## config.mk

```make
export PLATFORM = sky130hd
export DESIGN_NAME = display_share_scheduler
export DESIGN_NICKNAME = d
export VERILOG_FILES = /design/src/rtl/display_share_scheduler.sv
export SDC_FILE = /design/constraint.sdc
export NUM_CORES = 1
export LEC_CHECK = 0
export CORE_ASPECT_RATIO = 1.5
export CORE_MARGIN = 4
export CORE_UTILIZATION = 45
export CTS_CLUSTER_SIZE = 14
export DETAILED_ROUTE_END_ITERATION = 7
export PLACE_DENSITY = 0.72
export SETUP_SLACK_MARGIN = 0.1
export SYNTH_ARGS = -nofsm -noshare
export SYNTH_HDL_FRONTEND = slang
export SYNTH_SLANG_ARGS = --single-unit
```

## constraint.sdc

```tcl
create_clock -name clk -period 3 [get_ports clk]
set_input_delay 0.3 -clock clk [delete_from_list [all_inputs] [get_ports clk]]
set_output_delay 0.3 -clock clk [all_outputs]
set_load 0.05 [all_outputs]
```

## src/rtl/display_share_scheduler.sv

```systemverilog
// display_share_scheduler
//   Time-shares a 4-digit multiplexed 7-segment display between two
//   requesters (A and B). Arbitration is round-robin with a minimum hold of
//   HOLD_FRAMES frames. Digits are scanned from an internal prescaler, which
//   runs as a clock enable on the single system clock. Ownership changes only
//   at frame boundaries.
//
// Ports
//   clk        system clock
//   reset      synchronous, active-high reset
//   req_a      requester A wants the display
//   val_a      A value; nibble k is shown on digit k
//   req_b      requester B wants the display
//   val_b      B value; nibble k is shown on digit k
//   grant_a    A currently owns the display
//   grant_b    B currently owns the display
//   digit_bcd  nibble for the active digit, sent to the BCD decoder
//   on_off     digit enables, active-low, at most one digit low at a time
//   frame_end  1-cycle pulse in the last cycle of each frame
module display_share_scheduler #(
    parameter int unsigned SCAN_DIV    = 208333,
    parameter int unsigned HOLD_FRAMES = 60
) (
    input  logic        clk,
    input  logic        reset,
    input  logic        req_a,
    input  logic [15:0] val_a,
    input  logic        req_b,
    input  logic [15:0] val_b,
    output logic        grant_a,
    output logic        grant_b,
    output logic [3:0]  digit_bcd,
    output logic [3:0]  on_off,
    output logic        frame_end
);

    localparam int unsigned PW = (SCAN_DIV > 1) ? $clog2(SCAN_DIV) : 1;
    localparam int unsigned HW = (HOLD_FRAMES > 0) ? $clog2(HOLD_FRAMES + 1) : 1;

    typedef enum logic [1:0] {
        IDLE    = 2'd0,
        SERVE_A = 2'd1,
        SERVE_B = 2'd2
    } state_e;

    state_e         state_q;
    logic [PW-1:0]  presc_q;
    logic [PW-1:0]  presc_d;
    logic [1:0]     digit_q;
    logic [HW-1:0]  hold_q;
    logic [HW-1:0]  hold_d;
    logic           last_b_q;   // 1: B was served last (reset value, so A wins the first tie)
    logic [15:0]    disp_q;

    logic           tick;
    logic           hold_done;
    logic           go_a;
    logic           go_b;
    logic           go_idle;

    assign tick      = (presc_q == PW'(SCAN_DIV - 1));
    assign frame_end = tick && (digit_q == 2'd3);
    assign presc_d   = tick ? '0 : presc_q + PW'(1);

    // Saturating frame count for the current owner; hold_done means the
    // minimum hold has elapsed once this frame_end is accounted for.
    assign hold_d    = (hold_q >= HW'(HOLD_FRAMES)) ? HW'(HOLD_FRAMES) : hold_q + HW'(1);
    assign hold_done = (hold_d >= HW'(HOLD_FRAMES));

    // Transition decisions. They are evaluated only on frame_end, so the
    // display never changes owner mid-frame.
    always_comb begin
        go_a    = 1'b0;
        go_b    = 1'b0;
        go_idle = 1'b0;
        if (frame_end) begin
            unique case (state_q)
                IDLE: begin
                    if (req_a && req_b) begin
                        go_a = last_b_q;
                        go_b = !last_b_q;
                    end else begin
                        go_a = req_a;
                        go_b = req_b;
                    end
                end
                SERVE_A: begin
                    if (hold_done) begin
                        if (req_b)       go_b    = 1'b1;
                        else if (!req_a) go_idle = 1'b1;
                    end
                end
                SERVE_B: begin
                    if (hold_done) begin
                        if (req_a)       go_a    = 1'b1;
                        else if (!req_b) go_idle = 1'b1;
                    end
                end
                default: go_idle = 1'b1;
            endcase
        end
    end

    always_ff @(posedge clk) begin
        if (reset) begin
            state_q  <= IDLE;
            presc_q  <= '0;
            digit_q  <= '0;
            hold_q   <= '0;
            last_b_q <= 1'b1;
            disp_q   <= '0;
        end else begin
            presc_q <= presc_d;
            if (tick) digit_q <= digit_q + 2'd1;

            // Live update while the owner keeps requesting. Otherwise the
            // last value stays latched.
            if (state_q == SERVE_A && req_a) disp_q <= val_a;
            if (state_q == SERVE_B && req_b) disp_q <= val_b;

            if (frame_end && state_q != IDLE) hold_q <= hold_d;

            // Entry actions come last so that they override the updates above.
            if (go_a) begin
                state_q  <= SERVE_A;
                hold_q   <= '0;
                last_b_q <= 1'b0;
                disp_q   <= val_a;
            end else if (go_b) begin
                state_q  <= SERVE_B;
                hold_q   <= '0;
                last_b_q <= 1'b1;
                disp_q   <= val_b;
            end else if (go_idle) begin
                state_q  <= IDLE;
            end
        end
    end

    always_comb begin
        grant_a   = (state_q == SERVE_A);
        grant_b   = (state_q == SERVE_B);
        on_off    = 4'b1111;
        digit_bcd = '0;
        if (state_q == SERVE_A || state_q == SERVE_B) begin
            on_off    = ~(4'b0001 << digit_q);
            digit_bcd = disp_q[{digit_q, 2'b00} +: 4];
        end
    end

endmodule

```

==> impl_metrics.env <==
export IMPL_status="complete, no violations"
export IMPL_cts_setup_buffers=0
export IMPL_power_leakage_nw=1.20
export IMPL_fin_ws_ns=0.390
export IMPL_r2r_end="disp_q[13]$_SDFFE_PP0P_"
export IMPL_row_count=32
export IMPL_syn_cell_area_um2=2390
export IMPL_drtIter0Drc=157
export IMPL_path_cells="mux4_2 > and2_1 > clkdlybuf4s50_1"
export IMPL_path_class="reg -> out"
export IMPL_cp_top_family="buffers and inverters"
export IMPL_initial_core_util_pct=46.3
export IMPL_syn_inst=279
export IMPL_rr_worst_depth=6
export IMPL_whs_endpoint="disp_q[5]$_SDFFE_PP0P_"
export IMPL_hold_buffers=0
export IMPL_worstReg2RegStart="hold_q[0]$_SDFFE_PP0P_"
export IMPL_seq_area_frac_synth_pct=37.7
export IMPL_drc_errors=0
export IMPL_drt_pass1_iterations=8
export IMPL_hp_start="disp_q[5]$_SDFFE_PP0P_"
export IMPL_nFillCells=466
export IMPL_cts_root_buf="clkbuf_8"
export IMPL_overflow=0
export IMPL_die_area_um2=6560
export IMPL_pre_cts_slack_ns=0.464
export IMPL_relSlewSlack_pct=55.6
export IMPL_r2r_setup_slack_ns=0.47
export IMPL_layout_nets=369
export IMPL_crit_buf_inv=1
export IMPL_cts_buffer_depth=2
export IMPL_routed_wl_um=5470
export IMPL_total_power_mw=1.08
export IMPL_cts_clk_slew_worst_paths_ns=0.10
export IMPL_drv_cap=0
export IMPL_cts_tree="done"
export IMPL_final_setup_tns_ns=0
export IMPL_hold_depth=2
export IMPL_track_usage_pct=17.6
export IMPL_syn2layout_area_growth_pct=25.3
export IMPL_period_minus_slack_ns=2.61
export IMPL_drv_slew=0
export IMPL_post_cts_resized=0
export IMPL_cpPeakStageDelay_ns=0.73
export IMPL_hpwl_um=4110
export IMPL_diodes=0
export IMPL_worst_pin_slew_ns=0.665
export IMPL_wl_per_cell_um=14.0
export IMPL_synth_seq_cells=45
export IMPL_hold_slack_ns=0.471
export IMPL_cp_end_kind="primary output"
export IMPL_antenna_found_initial=0
export IMPL_hold_violations=0
export IMPL_crit_fanout=7
export IMPL_synth_cell_types=43
export IMPL_avgSynthCellArea_um2=8.57
export IMPL_core_um2=5160
export IMPL_skew_ns=0.0124
export IMPL_arrival_ns=2.31
export IMPL_ant_nets=0
export IMPL_portBuffers=46
export IMPL_p_per_area_nw_per_um2=359
export IMPL_cts_made_buffers=5
export IMPL_fp_dieW_um=67.5
export IMPL_first_global_vias=2052
export IMPL_fin_util_pct=58.0
export IMPL_hold_class="reg -> reg"
export IMPL_worst_ep_required_time_ns=2.70
export IMPL_rsz0062_at_grt="false"
export IMPL_layout_common_cells="dfxtp_1, clkdlybuf4s50_1, inv_1, nor2_1, nand2_1"
export IMPL_layout_drive_gt1_share_pct=6.17
export IMPL_synth_fp_nets=325
export IMPL_cp_slowest_cell="clkdlybuf4s50_1"
export IMPL_clk_latency_ns=0.31
export IMPL_ir_worst_vdd_uv=302
export IMPL_yosys_warnings=0
export IMPL_viasPerCell=5.31
export IMPL_cts_num_sinks=45
export IMPL_timing_fmax_mhz=383
export IMPL_htreeDepth=2
export IMPL_cp_start_kind="flip-flop"
export IMPL_gp_congestion=0.865
export IMPL_setup_viol=0
export IMPL_grt_first_pass_wirelength_um=8990
export IMPL_fin_crit_sh_pct=87.0
export IMPL_io_pins=47
export IMPL_grt_max_degree=19
export IMPL_vias=2082
export IMPL_die_y_um=97.3
-- worst reg2reg max path, cell delays in order, from the launching register on --
cell and delay [ns]:
dfxtp_1 0.43, ha_1 0.29, o211ai_1 0.16, o31a_1 0.36, a22o_1 0.22, or3_1 0.58
a222oi_1 0.39
-- area by class of cell --
cell class                 instances  area, um2  area share [%]
clock buffer                       5       68.8            2.30
clock inverter                     3       22.5           0.752
sequential                        45        901            30.1
multi-input combinational        180       1280            42.7
timing repair buffer              48        478            16.0
tap                               68       85.1            2.84
inverter                          43        161            5.39
-- logic make-up after synthesis --
group | share of synthesized area, %
muxes | 4.19
AOI/OAI and AO/OA | 12.9
and+or+nand+nor | 24.9
buffers and inverters | 8.85
adders and majority gates | 5.24
DFF | 37.7
xor gates and xnor gates | 6.23
-- registers in the layout, indices dropped and copies added, names as in the netlist --
name / flops
digit_q: 2
presc_q: 18
state_q: 2
hold_q: 6
last_b_q: 1
disp_q: 16
-- metrics by stage --
step / instance area, um2 / std cells
3_3_place_gp: 2900 / 384
2_1_floorplan: 2390 / 279
3_5_place_dp: 2900 / 384
4_1_cts: 2990 / 392
6_report: 2990 / 392
5_1_grt: 2990 / 392
-- report_power, final --
| part | switching (mW) | internal, mW | total [mW] |
|---|---|---|---|
| Clock | 0.218 | 0.163 | 0.382 |
| Combinational | 0.0352 | 0.0549 | 0.0901 |
| Sequential | 0.00449 | 0.600 | 0.605 |
| Total | 0.258 | 0.819 | 1.08 |
-- per-layer routing --
layer  wire, um  track usage [%]  vias to the layer above
met2       2900             30.2                       57
li1           -                -                     1039
met4        142             7.97                        0
met5          0                0                        -
met1       2220             20.0                      972
met3        201             3.70                       14
-- Yosys cell counts, drive strengths merged --
| cell | count | area, um2 |
|---|---|---|
| nand3b | 2 | 15.0 |
| xnor2 | 5 | 43.8 |
| or4b | 1 | 13.8 |
| a22o | 1 | 8.76 |
| and4b | 3 | 31.3 |
| nand2b | 17 | 106 |
| or2 | 1 | 6.26 |
| nor2b | 1 | 6.26 |
| nor3 | 5 | 36.3 |
| nor3b | 1 | 7.51 |
| o211a | 1 | 10.0 |
| nand2 | 19 | 71.3 |
| o211ai | 2 | 15.0 |
| o21bai | 2 | 15.0 |
| nand4 | 3 | 18.8 |
| a221oi | 1 | 8.76 |
| o31a | 2 | 17.5 |
| buf | 1 | 11.3 |
| a41oi | 1 | 8.76 |
| a222oi | 16 | 160 |
| mux2i | 1 | 10.0 |
| nor4bb | 1 | 10.0 |
| and2 | 4 | 25.0 |
| inv | 43 | 161 |
| and3 | 4 | 25.0 |
| o32ai | 1 | 8.76 |
| xor2 | 12 | 105 |
| o21ai | 2 | 10.0 |
| nand3 | 14 | 75.1 |
| a21oi | 8 | 40.0 |
| a31oi | 1 | 6.26 |
| mux4 | 4 | 90.1 |
| nor2 | 30 | 113 |
| and4 | 3 | 27.5 |
| dfxtp | 45 | 901 |
| or3 | 1 | 6.26 |
| ha | 10 | 125 |
| clkbuf | 10 | 38.8 |
-- worst max-delay path by stage --
stage / from / endpoint / depth (start not counted)
after floorplan: state_q[1]$_SDFFE_PP0P_ / disp_q[0]$_SDFFE_PP0P_ / 9
after global placement: req_b / disp_q[4]$_SDFFE_PP0P_ / 6
after detailed placement: req_b / disp_q[13]$_SDFFE_PP0P_ / 7
after CTS: presc_q[5]$_SDFF_PP0_ / frame_end / 5
after global routing: digit_q[0]$_SDFFE_PP0P_ / digit_bcd[2] / 3
final: digit_q[0]$_SDFFE_PP0P_ / digit_bcd[2] / 3
(Power assumes the default switching activity.)
